[src/rtl/keypad_scanner_pkg.sv]
// -----------------------------------------------------------------------------
// keypad_scanner_pkg : shared states, idle row pattern and key map
// Rev 1.0
// -----------------------------------------------------------------------------
`default_nettype none

package keypad_scanner_pkg;

   typedef enum logic [1:0] {
      SCAN     = 2'd0,
      PRESS_DB = 2'd1,
      PRESSED  = 2'd2,
      REL_DB   = 2'd3
   } state_t;

   localparam logic [3:0] ROW_IDLE = 4'b1111;

   // Indexed by {row, col}; element 0 is row 0 / column 0.
   localparam logic [15:0][3:0] KEY_MAP = {
      4'hD, 4'hE, 4'hF, 4'h0,
      4'hC, 4'h9, 4'h8, 4'h7,
      4'hB, 4'h6, 4'h5, 4'h4,
      4'hA, 4'h3, 4'h2, 4'h1
   };

   function automatic logic [1:0] first_low_row(input logic [3:0] i_rs);
      logic [1:0] w_idx;
      casez (i_rs)
         4'b???0: w_idx = 2'd0;
         4'b??01: w_idx = 2'd1;
         4'b?011: w_idx = 2'd2;
         default: w_idx = 2'd3;
      endcase
      return w_idx;
   endfunction

endpackage

`default_nettype wire

[src/rtl/keypad_scanner_if.sv]
// -----------------------------------------------------------------------------
// keypad_scanner_if : keypad matrix lines and decoded key outputs
// Rev 1.0
// -----------------------------------------------------------------------------
`default_nettype none

interface keypad_scanner_if;
   logic [3:0] rows;
   logic [3:0] cols;
   logic [3:0] key;
   logic       key_valid;
   logic       key_held;

   modport master (
      input  rows,
      output cols,
      output key,
      output key_valid,
      output key_held
   );

   modport slave (
      output rows,
      input  cols,
      input  key,
      input  key_valid,
      input  key_held
   );
endinterface

`default_nettype wire

[src/rtl/keypad_scanner_scan_tick_gen.sv]
// -----------------------------------------------------------------------------
// keypad_scanner_scan_tick_gen : divider giving a one-CLK scan enable pulse
// Rev 1.0
// -----------------------------------------------------------------------------
`default_nettype none

module keypad_scanner_scan_tick_gen #(
   parameter int TICK_DIV = 5000
) (
   input  logic CLK,
   input  logic RESET,
   output logic o_tick
);

   localparam int c_CW = (TICK_DIV > 1) ? $clog2(TICK_DIV) : 1;
   localparam logic [c_CW-1:0] c_LAST = c_CW'(TICK_DIV - 1);

   logic [c_CW-1:0] r_cnt;

   always_ff @(posedge CLK or posedge RESET) begin
      if (RESET) begin
         r_cnt <= '0;
      end else if (r_cnt == c_LAST) begin
         r_cnt <= '0;
      end else begin
         r_cnt <= r_cnt + c_CW'(1);
      end
   end

   assign o_tick = (r_cnt == c_LAST);

endmodule

`default_nettype wire

[src/rtl/keypad_scanner.sv]
// -----------------------------------------------------------------------------
// keypad_scanner : column-multiplexed 4x4 keypad reader with press/release debounce
// Rev 1.0
// -----------------------------------------------------------------------------
`default_nettype none

module keypad_scanner
   import keypad_scanner_pkg::*;
#(
   parameter int TICK_DIV       = 5000,
   parameter int DEBOUNCE_TICKS = 8
) (
   input  logic              CLK,
   input  logic              RESET,
   keypad_scanner_if.master  kp
);

   localparam int c_CNT_W = $clog2(DEBOUNCE_TICKS + 1);
   localparam logic [c_CNT_W-1:0] c_CNT_LAST = c_CNT_W'(DEBOUNCE_TICKS - 1);

   logic              w_tick;
   logic [3:0]        r_rows_meta;
   logic [3:0]        r_rs;
   state_t            r_state;
   logic [1:0]        r_col;
   logic [1:0]        r_row;
   logic [c_CNT_W-1:0] r_cnt;
   logic [3:0]        r_key;
   logic              r_valid;
   logic              r_held;
   logic              w_idle;
   logic [1:0]        w_row;

   keypad_scanner_scan_tick_gen #(
      .TICK_DIV (TICK_DIV)
   ) u_tick (
      .CLK    (CLK),
      .RESET  (RESET),
      .o_tick (w_tick)
   );

   always_ff @(posedge CLK or posedge RESET) begin
      if (RESET) begin
         r_rows_meta <= ROW_IDLE;
         r_rs        <= ROW_IDLE;
      end else begin
         r_rows_meta <= kp.rows;
         r_rs        <= r_rows_meta;
      end
   end

   assign w_idle = (r_rs == ROW_IDLE);
   assign w_row  = first_low_row(r_rs);

   // Column index only moves in SCAN or after a debounced release.
   always_ff @(posedge CLK or posedge RESET) begin
      if (RESET) begin
         r_state <= SCAN;
         r_col   <= 2'd0;
         r_row   <= 2'd0;
         r_cnt   <= '0;
         r_key   <= 4'h0;
         r_valid <= 1'b0;
         r_held  <= 1'b0;
      end else begin
         r_valid <= 1'b0;
         if (w_tick) begin
            case (r_state)
               SCAN: begin
                  if (w_idle) begin
                     r_col <= r_col + 2'd1;
                  end else begin
                     r_row   <= w_row;
                     r_cnt   <= '0;
                     r_state <= PRESS_DB;
                  end
               end
               PRESS_DB: begin
                  if (!w_idle && (w_row == r_row)) begin
                     if (r_cnt == c_CNT_LAST) begin
                        r_cnt   <= '0;
                        r_key   <= KEY_MAP[{r_row, r_col}];
                        r_valid <= 1'b1;
                        r_held  <= 1'b1;
                        r_state <= PRESSED;
                     end else begin
                        r_cnt <= r_cnt + c_CNT_W'(1);
                     end
                  end else begin
                     r_state <= SCAN;
                  end
               end
               PRESSED: begin
                  if (w_idle) begin
                     r_cnt   <= '0;
                     r_state <= REL_DB;
                  end
               end
               REL_DB: begin
                  if (!w_idle) begin
                     r_cnt   <= '0;
                     r_state <= PRESSED;
                  end else if (r_cnt == c_CNT_LAST) begin
                     r_cnt   <= '0;
                     r_held  <= 1'b0;
                     r_col   <= r_col + 2'd1;
                     r_state <= SCAN;
                  end else begin
                     r_cnt <= r_cnt + c_CNT_W'(1);
                  end
               end
               default: r_state <= SCAN;
            endcase
         end
      end
   end

   assign kp.cols      = ~(4'b0001 << r_col);
   assign kp.key       = r_key;
   assign kp.key_valid = r_valid;
   assign kp.key_held  = r_held;

endmodule

`default_nettype wire

[src/flat_wrapper.sv]
// flat-port wrapper written by rule: the top's interface ports become plain ports
module keypad_scanner_flat import keypad_scanner_pkg::*;
#(
   parameter int TICK_DIV       = 5000,
   parameter int DEBOUNCE_TICKS = 8
)
  (CLK, RESET, kp_rows, kp_cols, kp_key, kp_key_valid, kp_key_held);
  keypad_scanner_if kp_i ();
  input  logic CLK;
  input  logic RESET;
  input wire logic [$bits(kp_i.rows)-1:0] kp_rows;
  output wire logic [$bits(kp_i.cols)-1:0] kp_cols;
  output wire logic [$bits(kp_i.key)-1:0] kp_key;
  output wire logic [$bits(kp_i.key_valid)-1:0] kp_key_valid;
  output wire logic [$bits(kp_i.key_held)-1:0] kp_key_held;
  assign kp_i.rows = kp_rows;
  assign kp_cols = kp_i.cols;
  assign kp_key = kp_i.key;
  assign kp_key_valid = kp_i.key_valid;
  assign kp_key_held = kp_i.key_held;
  keypad_scanner #(.TICK_DIV(TICK_DIV), .DEBOUNCE_TICKS(DEBOUNCE_TICKS)) u_core (.CLK(CLK), .RESET(RESET), .kp(kp_i));
endmodule
[config.mk]
export PLATFORM = sky130hd
export DESIGN_NAME = keypad_scanner_flat
export DESIGN_NICKNAME = d
export VERILOG_FILES = /design/src/rtl/keypad_scanner_pkg.sv /design/src/rtl/keypad_scanner_if.sv /design/src/rtl/keypad_scanner_scan_tick_gen.sv /design/src/rtl/keypad_scanner.sv /design/src/flat_wrapper.sv
export SDC_FILE = /design/constraint.sdc
export NUM_CORES = 1
export LEC_CHECK = 0
export CORE_MARGIN = 2
export CORE_UTILIZATION = 45
export CTS_CLUSTER_DIAMETER = 120
export DETAILED_ROUTE_END_ITERATION = 12
export PLACE_DENSITY = 0.67
export SLEW_MARGIN = 20
export SYNTH_ARGS = -nofsm -noshare
export SYNTH_HDL_FRONTEND = slang
export SYNTH_SLANG_ARGS = --single-unit
[constraint.sdc]
create_clock -name CLK -period 2 [get_ports CLK]
set_input_delay 0.4 -clock CLK [delete_from_list [all_inputs] [get_ports CLK]]
set_output_delay 0.4 -clock CLK [all_outputs]
set_load 0.02 [all_outputs]
==> impl_metrics.py, run 1 <==
metrics = {
    "place": {
        "dpl.cell_count": 250,
        "portBuffers": 15,
        "hpwl_um": 2480,
        "globalplace.congestion": 0.850,
    },
    "logic_synthesis": {
        "postSynthAreaPerCell_um2": 11.0,
        "synth_seq_area_share": 0.512,
        "syn_inst": 166,
        "syn_nets": 179,
        "ys_warn_count": 0,
        "synthFlopType": "dfrtp_1",
        "synth-edff-count": 0,
        "synth.distinct_cells": 44,
        "async_reset_ff_frac": 1.00,
        "synth_seq_cells": 37,
        "netlist_area_um2": 1830,
    },
    "timing": {
        "holdWs_ns": 0.356,
        "fin_skew_ns": 0.00762,
        "final-setup-viol-count": 0,
        "setup_tns_ns": 0,
        "drv_slew": 0,
        "fmax_ghz": 0.510,
        "period_share": 0.981,
        "maxSlewHeadroom": 0.692,
        "worst_pin_slew_ns": 0.462,
        "finalCriticalPeriod_ns": 1.96,
        "finalHoldViolCount": 0,
        "rsz0062_at_grt": "true",
    },
    "finish": {
        "fin_cells": 262,
        "final_nets": 224,
        "regArea_um2": 938,
        "antenna-diode-count": 0,
        "drive_gt1_frac": 0.292,
        "multi_input_area_um2": 841,
        "synthToLayoutAreaGrowth_pct": 29.8,
        "fillers": 316,
    },
    "clock_tree": {
        "ctsHoldBuffers": 0,
        "numCtsBuffers": 5,
        "path_clk_slew_ns": 0.07,
        "clock_latency_ns": 0.28,
        "h-tree-depth": 2,
        "cts_tree": "done",
        "cts.sinks": 37,
        "root_buffer": "clkbuf_8",
        "clk_path_buf_depth": 2,
    },
    "run_status": {
        "outcome": "finished clean",
    },
    "routing": {
        "vias": 1328,
        "via_per_inst": 5.07,
        "dr.pass1.iters": 4,
        "drt-total-wl_um": 3270,
        "drc_errors": 0,
        "final_antenna_net_count": 0,
        "wl_per_cell_um": 12.5,
        "first_iter_violations": 41,
    },
    "min_path": {
        "min_path_type": "flop to flop",
        "hold_path_depth": 0,
        "hold_start": "u_core.r_rows_meta[0]",
        "hold_end": "u_core.r_rs[0]",
    },
    "worst_setup_path": {
        "critical_path.cell_chain": "o21a_1, a221oi_2, a21oi_2, or4_4, mux2_4",
        "ff2ff_setup_slack_ns": 0.04,
        "arrival_ns": 2.14,
        "crit_path_top_delay_cell": "or4_4",
        "endpoint_kind": "flop",
        "cp.required_ns": 2.17,
        "r2r-start": "u_core.r_row[0]",
        "reg2reg_to": "u_core.kp.key[0]",
        "path_delay_family": "compound AO/OA/AOI/OAI gates",
        "path_class": "flop to flop",
        "slowest_delay_ns": 0.49,
        "cp_num_buf_inv": 0,
        "critPathMaxFanout": 5,
        "start_kind": "flop",
        "ff2ff_path_depth": 5,
    },
    "power": {
        "vdd.ir_drop.worst_mv": 0.395,
        "intPower_uw": 1190,
        "switching_share": 0.185,
        "seqPwrFrac": 0.528,
        "powerDensity_nw_per_um2": 614,
        "comb_power_share": 0.027,
        "leakage_uw": 0.00107,
        "p_clk_frac": 0.445,
        "power.switching_uw": 269,
    },
    "grt": {
        "grt_max_degree": 38,
        "grt_pass1_wl_um": 5660,
        "gr-usage-all-layers": 0.166,
        "grt_pass1_vias": 1253,
        "antenna_found_initial": 0,
        "overflow": 0,
    },
    "die": {
        "die_w_um": 67.7,
        "num_io_pins": 16,
        "die_h_um": 67.7,
        "rows": 23,
        "start_util": 0.463,
        "coreArea_um2": 3940,
        "die_area_um2": 4590,
    },
    "flow_run": {
        "drv_cap": 0,
    },
}
state kept, by name, indices dropped and copies added (netlist names):
| register | cells |
|---|---|
| u_core.u_tick.r_cnt | 13 |
| u_core.kp.key | 4 |
| u_core.r_cnt | 4 |
| u_core.r_rows_meta | 4 |
| u_core.r_rs | 4 |
| u_core.r_col | 2 |
| u_core.r_row | 2 |
| u_core.r_state | 2 |
| u_core.kp.key_held | 1 |
| u_core.kp.key_valid | 1 |
layout by cell type, fill, tap and decap left out, types with 3 or more instances in the layout:
cell / n
buf_4: 27
dfrtp_1: 27
nor2_1: 14
nand2_1: 13
inv_1: 11
clkdlybuf4s50_1: 11
o21ai_0: 9
xor2_1: 8
dfstp_2: 8
ha_1: 6
clkbuf_8: 6
mux2_4: 4
nand3_1: 4
xnor2_1: 4
dlygate4sd2_1: 4
mux2i_1: 3
nand3b_1: 3
nor2b_1: 3
mux2_2: 3
or3_1: 3
per-layer routing:
metal / wire, µm / up-vias / track usage / share of wire
li1: - / 662 / - / -
met4: 45 / 0 / 0.0612 / 0.014
met2: 1570 / 21 / 0.265 / 0.48
met3: 117 / 5 / 0.0500 / 0.036
met1: 1540 / 640 / 0.213 / 0.47
met5: 0 / - / 0 / 0
cell usage after synthesis, types with 4 or more instances:
| library cell | n | area, µm² |
|---|---|---|
| dfrtp_1 | 29 | 726 |
| dfstp_2 | 8 | 210 |
| ha_1 | 7 | 87.6 |
| inv_1 | 12 | 45.0 |
| mux2_4 | 4 | 60.1 |
| nand2_1 | 13 | 48.8 |
| nand3_1 | 4 | 20.0 |
| nor2_1 | 14 | 52.6 |
| nor3_1 | 4 | 20.0 |
| o21ai_0 | 9 | 45.0 |
| xnor2_1 | 4 | 35.0 |
| xor2_1 | 8 | 70.1 |
cell families (layout without fill, tap and decap cells):
family / Yosys count / count (layout) / synth area share
and+or+nand+nor: 58 / 58 / 0.173
xor gates and xnor gates: 12 / 12 / 0.0575
muxes: 10 / 10 / 0.0678
buffers and inverters: 17 / 63 / 0.0445
DFF: 37 / 37 / 0.512
adders and majority gates: 7 / 7 / 0.0479
AOI/OAI and AO/OA: 25 / 25 / 0.0966
what timing repair did:
| action | in CTS | in global routing |
|---|---|---|
| resized for setup | 6 | 6 |
| setup buffers | 1 | 3 |
| pin swaps | 1 | 3 |
| endpoints found under the setup margin | 10 | 7 |
per-stage QoR:
stage	total power (µW)	setup WS [ns]	cell area [µm²]	util
CTS	1480	0.0380	2320	0.588
detailed placement	820	-0.0960	2190	0.556
global route	1530	-0.0241	2370	0.601
floorplan	801	0.000351	1840	-
global placement	818	-0.0448	2190	0.556
finish	1460	0.0382	2370	0.601
how the worst max path moves through the flow:
stage                            startpoint           endpoint  slack, ns  cells past startpoint
floorplan                   u_core.r_cnt[0]   u_core.kp.key[0]     0.0004                      6
global placement             u_core.r_rs[2]    u_core.r_cnt[1]      -0.04                      6
detailed placement           u_core.r_rs[2]    u_core.r_cnt[1]       -0.1                      6
CTS                          u_core.r_rs[2]   u_core.kp.key[2]       0.04                      5
global route        u_core.u_tick.r_cnt[10]  u_core.r_state[0]      -0.02                      7
finish                      u_core.r_row[0]   u_core.kp.key[0]       0.04                      5
power groups by stage:
stage | Combinational [µW] | Sequential (µW) | Clock, µW
finish | 39.2 | 768 | 647
CTS | 38.1 | 768 | 674
floorplan | 20.6 | 780 | 0
global route | 44.8 | 769 | 712
global placement | 37.1 | 781 | 0
detailed placement | 38.1 | 782 | 0
area by class of cell:
class	instances	share of cell area
Clock inverter	1	0.0127
Tap cell	50	0.0264
Clock buffer	7	0.0364
Timing Repair Buffer	43	0.155
Multi-Input combinational cell	112	0.355
Sequential cell	37	0.396
Inverter	12	0.0190
(Power assumes the default switching activity.)
==> inputs of run 2 (changes only) <==
--- a/config.mk
+++ b/config.mk
@@ -5,6 +5,7 @@
 export SDC_FILE = /design/constraint.sdc
 export NUM_CORES = 1
 export LEC_CHECK = 0
+export CAP_MARGIN = 15
 export CORE_MARGIN = 2
 export CORE_UTILIZATION = 45
 export CTS_CLUSTER_DIAMETER = 120
==> results of run 2 <==
The final DEF is identical to that of run 1; final timing and power are the same.
==> inputs of run 3 (changes only) <==
--- a/config.mk
+++ b/config.mk
@@ -5,6 +5,7 @@
 export SDC_FILE = /design/constraint.sdc
 export NUM_CORES = 1
 export LEC_CHECK = 0
+export ABC_CLOCK_PERIOD_IN_PS = 2000
 export CAP_MARGIN = 15
 export CORE_MARGIN = 2
 export CORE_UTILIZATION = 45
==> results of run 3 <==
The final DEF is identical to that of run 1; final timing and power are the same.
